$ cat config.mk
export PLATFORM = sky130hd
export DESIGN_NAME = mips_multicycle_ctrl_flat
export DESIGN_NICKNAME = d
export VERILOG_FILES = /design/src/rtl/mips_pkg.sv /design/src/rtl/mips_multicycle_ctrl_if.sv /design/src/rtl/mips_alu_decode.sv /design/src/rtl/mips_multicycle_ctrl.sv /design/src/flat_wrapper.sv
export SDC_FILE = /design/constraint.sdc
export NUM_CORES = 1
export LEC_CHECK = 0
export BUFFER_PORTS_ARGS = -buffer_cell sky130_fd_sc_hd__buf_2
export CORE_MARGIN = 5
export CORE_UTILIZATION = 43
export CTS_CLUSTER_SIZE = 40
export DETAILED_ROUTE_END_ITERATION = 12
export PLACE_DENSITY = 0.76
export SLEW_MARGIN = 20
export SYNTH_ARGS = -nofsm -noshare
export SYNTH_HDL_FRONTEND = slang
export SYNTH_SLANG_ARGS = --single-unit
$ cat constraint.sdc
create_clock -name clk -period 1.45 [get_ports clk]
set_clock_uncertainty 0.05 [all_clocks]
set_input_delay 0.2175 -clock clk [delete_from_list [all_inputs] [get_ports clk]]
set_output_delay 0.2175 -clock clk [all_outputs]
set_load 0.005 [all_outputs]
$ cat src/rtl/mips_pkg.sv
// rtl/mips_pkg.sv - ALU, opcode, funct and mux-select constants plus the control state enum
package mips_pkg;

    localparam logic [2:0] ALU_AND = 3'b000;
    localparam logic [2:0] ALU_OR  = 3'b001;
    localparam logic [2:0] ALU_ADD = 3'b010;
    localparam logic [2:0] ALU_SLL = 3'b100;
    localparam logic [2:0] ALU_SUB = 3'b110;
    localparam logic [2:0] ALU_SLT = 3'b111;

    localparam logic [5:0] OP_RTYPE = 6'h00;
    localparam logic [5:0] OP_J     = 6'h02;
    localparam logic [5:0] OP_BEQ   = 6'h04;
    localparam logic [5:0] OP_ADDI  = 6'h08;
    localparam logic [5:0] OP_LW    = 6'h23;
    localparam logic [5:0] OP_SW    = 6'h2B;

    localparam logic [5:0] FN_SLL = 6'h00;
    localparam logic [5:0] FN_ADD = 6'h20;
    localparam logic [5:0] FN_SUB = 6'h22;
    localparam logic [5:0] FN_AND = 6'h24;
    localparam logic [5:0] FN_OR  = 6'h25;
    localparam logic [5:0] FN_SLT = 6'h2A;

    localparam logic [1:0] SRCA_PC    = 2'b00;
    localparam logic [1:0] SRCA_REG   = 2'b01;
    localparam logic [1:0] SRCA_SHAMT = 2'b10;

    localparam logic [1:0] SRCB_REG    = 2'b00;
    localparam logic [1:0] SRCB_FOUR   = 2'b01;
    localparam logic [1:0] SRCB_IMM    = 2'b10;
    localparam logic [1:0] SRCB_IMM_SH = 2'b11;

    localparam logic [1:0] PCSRC_ALU    = 2'b00;
    localparam logic [1:0] PCSRC_ALUOUT = 2'b01;
    localparam logic [1:0] PCSRC_JUMP   = 2'b10;

    typedef enum logic [3:0] {
        S_FETCH,
        S_DECODE,
        S_MEM_ADDR,
        S_MEM_READ,
        S_MEM_WB,
        S_MEM_WRITE,
        S_EXECUTE,
        S_R_WB,
        S_BRANCH,
        S_JUMP,
        S_ADDI_EXEC,
        S_ADDI_WB
    } state_t;

endpackage

$ cat src/rtl/mips_multicycle_ctrl_if.sv
// rtl/mips_multicycle_ctrl_if.sv - control unit <-> datapath/memory signal bundle
interface mips_multicycle_ctrl_if;
    logic [5:0] opcode;
    logic [5:0] funct;
    logic       zero;
    logic       mem_ready;
    logic [2:0] alu_op;
    logic [1:0] alu_src_a;
    logic [1:0] alu_src_b;
    logic [1:0] pc_src;
    logic       pc_write;
    logic       ir_write;
    logic       mem_read;
    logic       mem_write;
    logic       reg_write;
    logic       iord;
    logic       reg_dst;
    logic       mem_to_reg;
    logic       retire;
    logic       illegal;

    modport master (
        input  opcode, funct, zero, mem_ready,
        output alu_op, alu_src_a, alu_src_b, pc_src,
        output pc_write, ir_write, mem_read, mem_write, reg_write,
        output iord, reg_dst, mem_to_reg, retire, illegal
    );

    modport slave (
        output opcode, funct, zero, mem_ready,
        input  alu_op, alu_src_a, alu_src_b, pc_src,
        input  pc_write, ir_write, mem_read, mem_write, reg_write,
        input  iord, reg_dst, mem_to_reg, retire, illegal
    );
endinterface

$ cat src/rtl/mips_alu_decode.sv
// rtl/mips_alu_decode.sv - R-type funct to ALU operation, shift flag and legality
module mips_alu_decode
    import mips_pkg::*;
(
    input  logic [5:0] funct,
    output logic [2:0] alu_op,
    output logic       is_shift,
    output logic       legal
);

    always_comb begin
        alu_op   = ALU_ADD;
        is_shift = 1'b0;
        legal    = 1'b1;
        case (funct)
            FN_ADD:  alu_op = ALU_ADD;
            FN_SUB:  alu_op = ALU_SUB;
            FN_AND:  alu_op = ALU_AND;
            FN_OR:   alu_op = ALU_OR;
            FN_SLT:  alu_op = ALU_SLT;
            FN_SLL: begin
                alu_op   = ALU_SLL;
                is_shift = 1'b1;
            end
            default: legal = 1'b0;
        endcase
    end

endmodule

$ cat src/rtl/mips_multicycle_ctrl.sv
// rtl/mips_multicycle_ctrl.sv - multicycle MIPS control FSM driving datapath muxes and strobes
module mips_multicycle_ctrl
    import mips_pkg::*;
(
    input  logic                  clk,
    input  logic                  reset,
    mips_multicycle_ctrl_if.master bus
);

    state_t     state, state_next;
    logic [2:0] fn_alu_op;
    logic       fn_is_shift;
    logic       fn_legal;

    logic [2:0] alu_op;
    logic [1:0] alu_src_a, alu_src_b, pc_src;
    logic       pc_write, ir_write, mem_read, mem_write, reg_write;
    logic       iord, reg_dst, mem_to_reg, retire, illegal;

    mips_alu_decode u_alu_decode (
        .funct    (bus.funct),
        .alu_op   (fn_alu_op),
        .is_shift (fn_is_shift),
        .legal    (fn_legal)
    );

    always_ff @(posedge clk) begin
        if (reset) state <= S_FETCH;
        else       state <= state_next;
    end

    always_comb begin
        state_next = state;
        alu_op     = ALU_AND;
        alu_src_a  = SRCA_PC;
        alu_src_b  = SRCB_REG;
        pc_src     = PCSRC_ALU;
        pc_write   = 1'b0;
        ir_write   = 1'b0;
        mem_read   = 1'b0;
        mem_write  = 1'b0;
        reg_write  = 1'b0;
        iord       = 1'b0;
        reg_dst    = 1'b0;
        mem_to_reg = 1'b0;
        retire     = 1'b0;
        illegal    = 1'b0;
        case (state)
            S_FETCH: begin
                mem_read  = 1'b1;
                alu_src_b = SRCB_FOUR;
                alu_op    = ALU_ADD;
                ir_write  = bus.mem_ready;
                pc_write  = bus.mem_ready;
                if (bus.mem_ready) state_next = S_DECODE;
            end
            S_DECODE: begin
                // Speculative branch target goes to ALUOut while the opcode resolves.
                alu_src_b = SRCB_IMM_SH;
                alu_op    = ALU_ADD;
                case (bus.opcode)
                    OP_LW, OP_SW: state_next = S_MEM_ADDR;
                    OP_BEQ:       state_next = S_BRANCH;
                    OP_J:         state_next = S_JUMP;
                    OP_ADDI:      state_next = S_ADDI_EXEC;
                    OP_RTYPE: begin
                        if (fn_legal) begin
                            state_next = S_EXECUTE;
                        end else begin
                            illegal    = 1'b1;
                            state_next = S_FETCH;
                        end
                    end
                    default: begin
                        illegal    = 1'b1;
                        state_next = S_FETCH;
                    end
                endcase
            end
            S_MEM_ADDR: begin
                alu_src_a  = SRCA_REG;
                alu_src_b  = SRCB_IMM;
                alu_op     = ALU_ADD;
                state_next = (bus.opcode == OP_LW) ? S_MEM_READ : S_MEM_WRITE;
            end
            S_MEM_READ: begin
                mem_read = 1'b1;
                iord     = 1'b1;
                if (bus.mem_ready) state_next = S_MEM_WB;
            end
            S_MEM_WB: begin
                reg_write  = 1'b1;
                mem_to_reg = 1'b1;
                retire     = 1'b1;
                state_next = S_FETCH;
            end
            S_MEM_WRITE: begin
                mem_write = 1'b1;
                iord      = 1'b1;
                retire    = bus.mem_ready;
                if (bus.mem_ready) state_next = S_FETCH;
            end
            S_EXECUTE: begin
                alu_src_a  = fn_is_shift ? SRCA_SHAMT : SRCA_REG;
                alu_op     = fn_alu_op;
                state_next = S_R_WB;
            end
            S_R_WB: begin
                reg_write  = 1'b1;
                reg_dst    = 1'b1;
                retire     = 1'b1;
                state_next = S_FETCH;
            end
            S_BRANCH: begin
                alu_src_a  = SRCA_REG;
                alu_op     = ALU_SUB;
                pc_src     = PCSRC_ALUOUT;
                pc_write   = bus.zero;
                retire     = 1'b1;
                state_next = S_FETCH;
            end
            S_JUMP: begin
                pc_src     = PCSRC_JUMP;
                pc_write   = 1'b1;
                retire     = 1'b1;
                state_next = S_FETCH;
            end
            S_ADDI_EXEC: begin
                alu_src_a  = SRCA_REG;
                alu_src_b  = SRCB_IMM;
                alu_op     = ALU_ADD;
                state_next = S_ADDI_WB;
            end
            S_ADDI_WB: begin
                reg_write  = 1'b1;
                retire     = 1'b1;
                state_next = S_FETCH;
            end
            default: state_next = S_FETCH;
        endcase
        // Reset silences every output in the same cycle, so an abandoned instruction cannot write.
        if (reset) begin
            alu_op     = ALU_AND;
            alu_src_a  = SRCA_PC;
            alu_src_b  = SRCB_REG;
            pc_src     = PCSRC_ALU;
            pc_write   = 1'b0;
            ir_write   = 1'b0;
            mem_read   = 1'b0;
            mem_write  = 1'b0;
            reg_write  = 1'b0;
            iord       = 1'b0;
            reg_dst    = 1'b0;
            mem_to_reg = 1'b0;
            retire     = 1'b0;
            illegal    = 1'b0;
        end
    end

    assign bus.alu_op     = alu_op;
    assign bus.alu_src_a  = alu_src_a;
    assign bus.alu_src_b  = alu_src_b;
    assign bus.pc_src     = pc_src;
    assign bus.pc_write   = pc_write;
    assign bus.ir_write   = ir_write;
    assign bus.mem_read   = mem_read;
    assign bus.mem_write  = mem_write;
    assign bus.reg_write  = reg_write;
    assign bus.iord       = iord;
    assign bus.reg_dst    = reg_dst;
    assign bus.mem_to_reg = mem_to_reg;
    assign bus.retire     = retire;
    assign bus.illegal    = illegal;

endmodule

$ cat src/flat_wrapper.sv
// flat-port wrapper written by rule: the top's interface ports become plain ports
module mips_multicycle_ctrl_flat import mips_pkg::*;
  (clk, reset, bus_opcode, bus_funct, bus_zero, bus_mem_ready, bus_alu_op, bus_alu_src_a, bus_alu_src_b, bus_pc_src, bus_pc_write, bus_ir_write, bus_mem_read, bus_mem_write, bus_reg_write, bus_iord, bus_reg_dst, bus_mem_to_reg, bus_retire, bus_illegal);
  mips_multicycle_ctrl_if bus_i ();
  input  logic clk;
  input  logic reset;
  input wire logic [$bits(bus_i.opcode)-1:0] bus_opcode;
  input wire logic [$bits(bus_i.funct)-1:0] bus_funct;
  input wire logic [$bits(bus_i.zero)-1:0] bus_zero;
  input wire logic [$bits(bus_i.mem_ready)-1:0] bus_mem_ready;
  output wire logic [$bits(bus_i.alu_op)-1:0] bus_alu_op;
  output wire logic [$bits(bus_i.alu_src_a)-1:0] bus_alu_src_a;
  output wire logic [$bits(bus_i.alu_src_b)-1:0] bus_alu_src_b;
  output wire logic [$bits(bus_i.pc_src)-1:0] bus_pc_src;
  output wire logic [$bits(bus_i.pc_write)-1:0] bus_pc_write;
  output wire logic [$bits(bus_i.ir_write)-1:0] bus_ir_write;
  output wire logic [$bits(bus_i.mem_read)-1:0] bus_mem_read;
  output wire logic [$bits(bus_i.mem_write)-1:0] bus_mem_write;
  output wire logic [$bits(bus_i.reg_write)-1:0] bus_reg_write;
  output wire logic [$bits(bus_i.iord)-1:0] bus_iord;
  output wire logic [$bits(bus_i.reg_dst)-1:0] bus_reg_dst;
  output wire logic [$bits(bus_i.mem_to_reg)-1:0] bus_mem_to_reg;
  output wire logic [$bits(bus_i.retire)-1:0] bus_retire;
  output wire logic [$bits(bus_i.illegal)-1:0] bus_illegal;
  assign bus_i.opcode = bus_opcode;
  assign bus_i.funct = bus_funct;
  assign bus_i.zero = bus_zero;
  assign bus_i.mem_ready = bus_mem_ready;
  assign bus_alu_op = bus_i.alu_op;
  assign bus_alu_src_a = bus_i.alu_src_a;
  assign bus_alu_src_b = bus_i.alu_src_b;
  assign bus_pc_src = bus_i.pc_src;
  assign bus_pc_write = bus_i.pc_write;
  assign bus_ir_write = bus_i.ir_write;
  assign bus_mem_read = bus_i.mem_read;
  assign bus_mem_write = bus_i.mem_write;
  assign bus_reg_write = bus_i.reg_write;
  assign bus_iord = bus_i.iord;
  assign bus_reg_dst = bus_i.reg_dst;
  assign bus_mem_to_reg = bus_i.mem_to_reg;
  assign bus_retire = bus_i.retire;
  assign bus_illegal = bus_i.illegal;
  mips_multicycle_ctrl u_core (.clk(clk), .reset(reset), .bus(bus_i));
endmodule
== Yosys cells after proc, flatten, opt, wreduce, memory -nomap -nowiden ==
Cells that the tools add are included.

* Bits in registers: 4
* Bits in latches: 0
* RAM bits: 0
* Bits in read-only memories: 0
* Bits of input ports: 16
* Output and inout port bits: 19
* Word-level logic and storage cells: 80
* Memories kept: 0

* Add/sub/neg operators: 0
* $mul: 0
* Divide/modulo/power cells: 0
* Order comparisons: 0
* Equal/unequal tests: 24
* Shift operators: 0
* Multiplexer cells: 41
* Bitwise gates (word level): 0
* Reduce and logical (&&, ||, !) cells: 14

{| class="wikitable"
|+ Operators with widths
! operator !! number
|-
| $eq 6x6->1 const B || 7
|-
| $pmux 4 s7 || 1
|-
| $mux 1 || 21
|-
| $pmux 4 s5 || 1
|-
| $eq 4x3->1 const B || 4
|-
| $eq 4x4->1 const B || 4
|-
| $pmux 3 s5 || 1
|-
| $logic_not 6->1 || 2
|-
| $mux 4 || 3
|-
| $reduce_or 5->1 || 2
|-
| $mux 3 || 3
|-
| $pmux 3 s3 || 1
|-
| $eq 4x2->1 const B || 2
|-
| $mux 2 || 4
|-
| $pmux 2 s2 || 2
|-
| $reduce_or 2->1 || 4
|-
| $eq 6x2->1 const B || 1
|-
| $eq 6x3->1 const B || 1
|-
| $eq 6x4->1 const B || 1
|-
| $ne 2x2->1 const B || 3
|-
| $pmux 2 s3 || 1
|-
| $reduce_or 3->1 || 2
|-
| $reduce_or 6->1 || 1
|-
| $eq 4x1->1 const B || 1
|-
| other kinds (5) || 6
|}

== Depth between registers and ports, before layout ==
* Word-level depth: 7
* Mapped depth: 6
* Mapped depth without buffers: 4

== Hierarchy ==
From an unflattened synthesis, not the netlist that was laid out.

* Cells, all modules: 116
* Area, all modules: 733.2 µm²

{| class="wikitable"
|+ Modules (own cells, without submodules)
! module !! times used !! cells each !! area each (µm²)
|-
| mips_multicycle_ctrl || 1 || 101 || 640.6
|-
| mips_alu_decode || 1 || 15 || 92.6
|}

== Worst setup path before layout ==
Ideal clock, no wire load.

* Kind: register -> output
* From: reg u_core.state[1]
* To: out bus_reg_write
* Arrival time: 1.287 ns
* Required time: 1.183 ns
* Path slack: -0.104 ns
* Cell stages (with the launch flop): 6
* Buffers on the path: 2
* Cell sequence: dfxtp_1 buf_6 nor2b_4 buf_6 or4b_1 a21oi_1

* Longest elaborated chain between the ends: 4
* Elaborated cells between the ends (all ways): 6
* Classes of those cells: eq/ne: 3; mux: 2; reduce/logical: 1

{| class="wikitable"
|+ RTL lines
! element !! line !! source
|-
| start, declared || mips_multicycle_ctrl.sv:10 || <nowiki>state_t state, state_next;</nowiki>
|-
| start signal, assigned || mips_multicycle_ctrl.sv:29 || <nowiki>else state <= state_next;</nowiki>
|-
| $eq 4x3->1 or $eq 4x4->1 (tied branches) || mips_multicycle_ctrl.sv:48 || <nowiki>case (state)</nowiki>
|-
| $reduce_or 3->1 (no line) (*) || -- ||
|-
| $mux 1 (*) || mips_multicycle_ctrl.sv:48 ||
|-
| $mux 1 (*) || mips_multicycle_ctrl.sv:142 || <nowiki>if (reset) begin</nowiki>
|-
| end, declared || flat_wrapper.sv:19 || <nowiki>output wire logic [$bits(bus_i.reg_write)-1:0] bus_reg_write;</nowiki>
|}

Every way passes the cells marked *; elsewhere a longest branch is shown, timed or not.

== Worst setup path in the final report ==
* From: reg u_core.state[0]
* To: out bus_reg_write

The elaborated chain is that of the path after synthesis.

==> key figures <==
GRT
  – Largest net degree at the start of global routing: 14
  – Residual overflow from global routing: 0
  – Tot GR Track Use: 0.306
  – Initial antenna violation count: 0
  – Vias in the first global route: roughly 1,400
  – First-pass GRT wire length: 6400 microns

Power and ir drop
  – Power share of the clock group: 0.245
  – Sequential power share: 0.181
  – Lkg Pwr: 0.749 nW
  – P per Cell Area: 367 mW/mm^2
  – Switch Pwr: roughly 0.25 mW
  – Sw Share: 0.401
  – Comb pwr share: 0.574
  – Internal power: between 0.3 and 0.4 mW
  – Worst vdd ir: around 260 uV

Finish
  – Final Core Density: 0.911
  – Top reg by flops: u_core.state
  – Count of nets after finishing: 223
  – Area Overhead vs Synth: 108%
  – Cell area after layout: roughly 0.0017 sq mm
  – Antenna diode count: 0
  – Biggest regs: u_core.state x4
  – Share of cells above drive strength 1: 0.698
  – Max reg flops: 4

Timing
  – Setup violations, final: 22
  – Setup TNS: -4.50 ns
  – PnR worst setup slack: -0.354 ns
  – Final hold viol count: 0
  – Slew @ Worst Pin: 0.409 ns
  – Fmax: about 550 MHz
  – Min cycle time layout: between 1.5 and 2 ns
  – Max-slew headroom at the worst pin: 0.725
  – RSZ-0062 raised after global routing: true
  – Pins Over Slew Limit: 0
  – Fin crit share: 1.24
  – Hold slack final: between 0.3 and 0.4 ns

Setup path
  – Reg2Reg Depth: 6
  – Crit path max fanout: 5
  – RR Endpoint: u_core.state[0]$_SDFFE_PP0P_
  – Critical path cell sequence: nor2b_4 > or4b_4 > a21oi_2 > buf_2
  – Launching point of the worst reg2reg path: u_core.state[1]$_SDFFE_PP0P_
  – Cell family with most CP delay: simple AND/OR/NAND/NOR gates
  – Worst EP required: ~1.2 ns
  – Startpoint types: flop
  – Critical Path End Type: primary output
  – CP peak stage delay: approximately 0.53 ns
  – Slowest stage cell, crit path: or4b_4
  – Buf/Inv on CP: 1
  – Crit Path Class: reg -> out
  – R2R setup slack: -0.09 ns
  – Cell count along the critical path: 4
  – Worst path arrival time: approximately 1.5 ns

Yosys
  – Post-Syn Instances: 122
  – Unique cell type count in the Yosys netlist: 46
  – Simple-Gate Fraction of Synth Area: 0.539
  – Post-synth top flop: dfxtp_1
  – YS warnings: 0
  – Syn avg cell area: between 6 and 7 sq um
  – Register bit total from synthesis: 4
  – Multiplexer share of the synthesized area: 0
  – Fraction of registers with async set/reset: 0
  – Xor and xnor area share after synthesis: 0.0210
  – Post-synth EDFFs: 0
  – Mapped Area: around 830 sq um
  – Synth cell count leaders: 17 x nor2_1, 11 x nor3_1, 8 x a21oi_1, 8 x nand2_1, 7 x o21ai_0
  – Largest family of logic cells by synthesized area: simple AND/OR/NAND/NOR gates
  – Area share of the largest cell type after synthesis: 0.0961
  – Area leader, netlist: dfxtp_1
  – Adder-Cell Fraction of Synth Area: 0.0240
  – Count leader, synth: nor2_1
  – Post-synthesis sequential area ratio: 0.0961
  – Mapped Nets: between 100 and 150
  – Area contributors post-synth: dfxtp_1 9.6%, nor2_1 7.7%, nor3_1 6.6%
  – Post-synthesis compound-gate area fraction: 0.239

Clocking
  – Worst-path clk slew: around 0.040 ns
  – H-tree levels: 1
  – CTS tree: done
  – Clock Tree Buf Depth: 2
  – Clock sinks: 4
  – # hold bufs at CTS: 0
  – Worst skew pair latency: ~0.25 ns
  – CTS Root Cell: clkbuf_4
  – Cts bufs inserted: 3

Min path
  – Worst Hold Depth: 3
  – Tightest Hold Check Type: in -> reg
  – Min-Delay Startpoint: reset
  – Hold path endpoint: u_core.state[3]$_SDFFE_PP0P_

Run
  – Number of max-cap violations: 0

Floorplanning
  – Die ar.: 0.00292 sq mm
  – Starting Density: 0.438
  – Die X: roughly 54 microns
  – I/O Pins: 35
  – Die Ht: 54.0 microns
  – Row cnt: 16
  – Core area: around 0.0019 sq mm

Status
  – Status: finished with violations
  – Failing checks: negative setup slack

Detailed routing
  – Vias/cell: between 6 and 7
  – Post-route ant nets: 0
  – Via Count: about 1,500
  – DR WL/cell: between 20 and 25 microns
  – Routed WL: 4910 microns
  – TritonRoute pass-1 iters: 4
  – Residual DRC count: 0
  – Initial DRC count: 67

Placement
  – Routability Congestion: ~0.9
  – Pre-CTS WS: -0.213 ns
  – Port Buf Inserts: 34
  – DP HPWL: roughly 2500 microns
  – Placement Cell Area: between 0.001 and 0.0015 sq mm
## per-layer routing
metal	track usage	wire length (microns)	part of all wire
met3	0.0554	450	0.092
met4	0.228	498	0.10
met5	0	0	0
met1	0.313	1690	0.34
met2	0.546	2270	0.46
## tightest hold or removal path: stages
cell	delay, ns
buf_2	0.12
buf_4	0.18
nor3_2	0.05
## how the worst max path moves through the flow
stage,from,to
6_report,u_core.state[0]$_SDFFE_PP0P_,bus_reg_write
2_1_floorplan,u_core.state[1]$_SDFFE_PP0P_,bus_reg_write
4_1_cts,u_core.state[0]$_SDFFE_PP0P_,bus_reg_write
5_1_grt,u_core.state[0]$_SDFFE_PP0P_,bus_reg_write
3_5_place_dp,bus_opcode[2],bus_illegal
3_3_place_gp,bus_opcode[2],bus_illegal
## power groups by stage
stage / clock network, mW / registers, mW / logic, mW
floorplan: 0 / 0.119 / 0.101
global placement: 0 / 0.122 / 0.216
detailed placement: 0 / 0.122 / 0.225
CTS: 0.151 / 0.114 / 0.286
global route: 0.159 / 0.115 / 0.382
finish: 0.156 / 0.115 / 0.365
## layout make-up
class                      instances  area (sq um)
timing repair buffer              90           648
multi-input combinational        105           922
clock buffer                       3          22.5
tap                               27          33.8
inverter                           3          11.3
fill                              78           169
sequential                         4          95.1
## placed cells by master (no fill, tap or decap), drive strengths merged, types with 3 or more instances in the layout
cell type,netlist,layout
a21oi,8,8
buf,5,90
clkbuf,5,3
dfxtp,4,4
inv,3,3
nand2,8,8
nand2b,4,4
nand3,3,3
nor2,17,17
nor2b,6,6
nor3,12,12
nor4,4,4
nor4b,3,3
o21ai,7,7
or3,5,5
## cells by family after synthesis
kind of cell | Yosys count
DFF | 4
AOI/OAI and AO/OA | 29
adders and majority gates | 2
buffers and inverters | 13
xor gates and xnor gates | 2
and+or+nand+nor | 72
## per-stage QoR
stage | power, mW | instances
floorplan | 0.220 | 122
global route | 0.656 | 232
detailed placement | 0.348 | 211
finish | 0.636 | 232
global placement | 0.338 | 211
CTS | 0.551 | 224
## what timing repair did
action,in CTS,in global routing
setup endpoints to repair,22,23
buffers inserted,10,10
gates resized for setup,47,26
pin swaps,17,15
hold endpoints to repair,0,0
(Power assumes the default switching activity.)
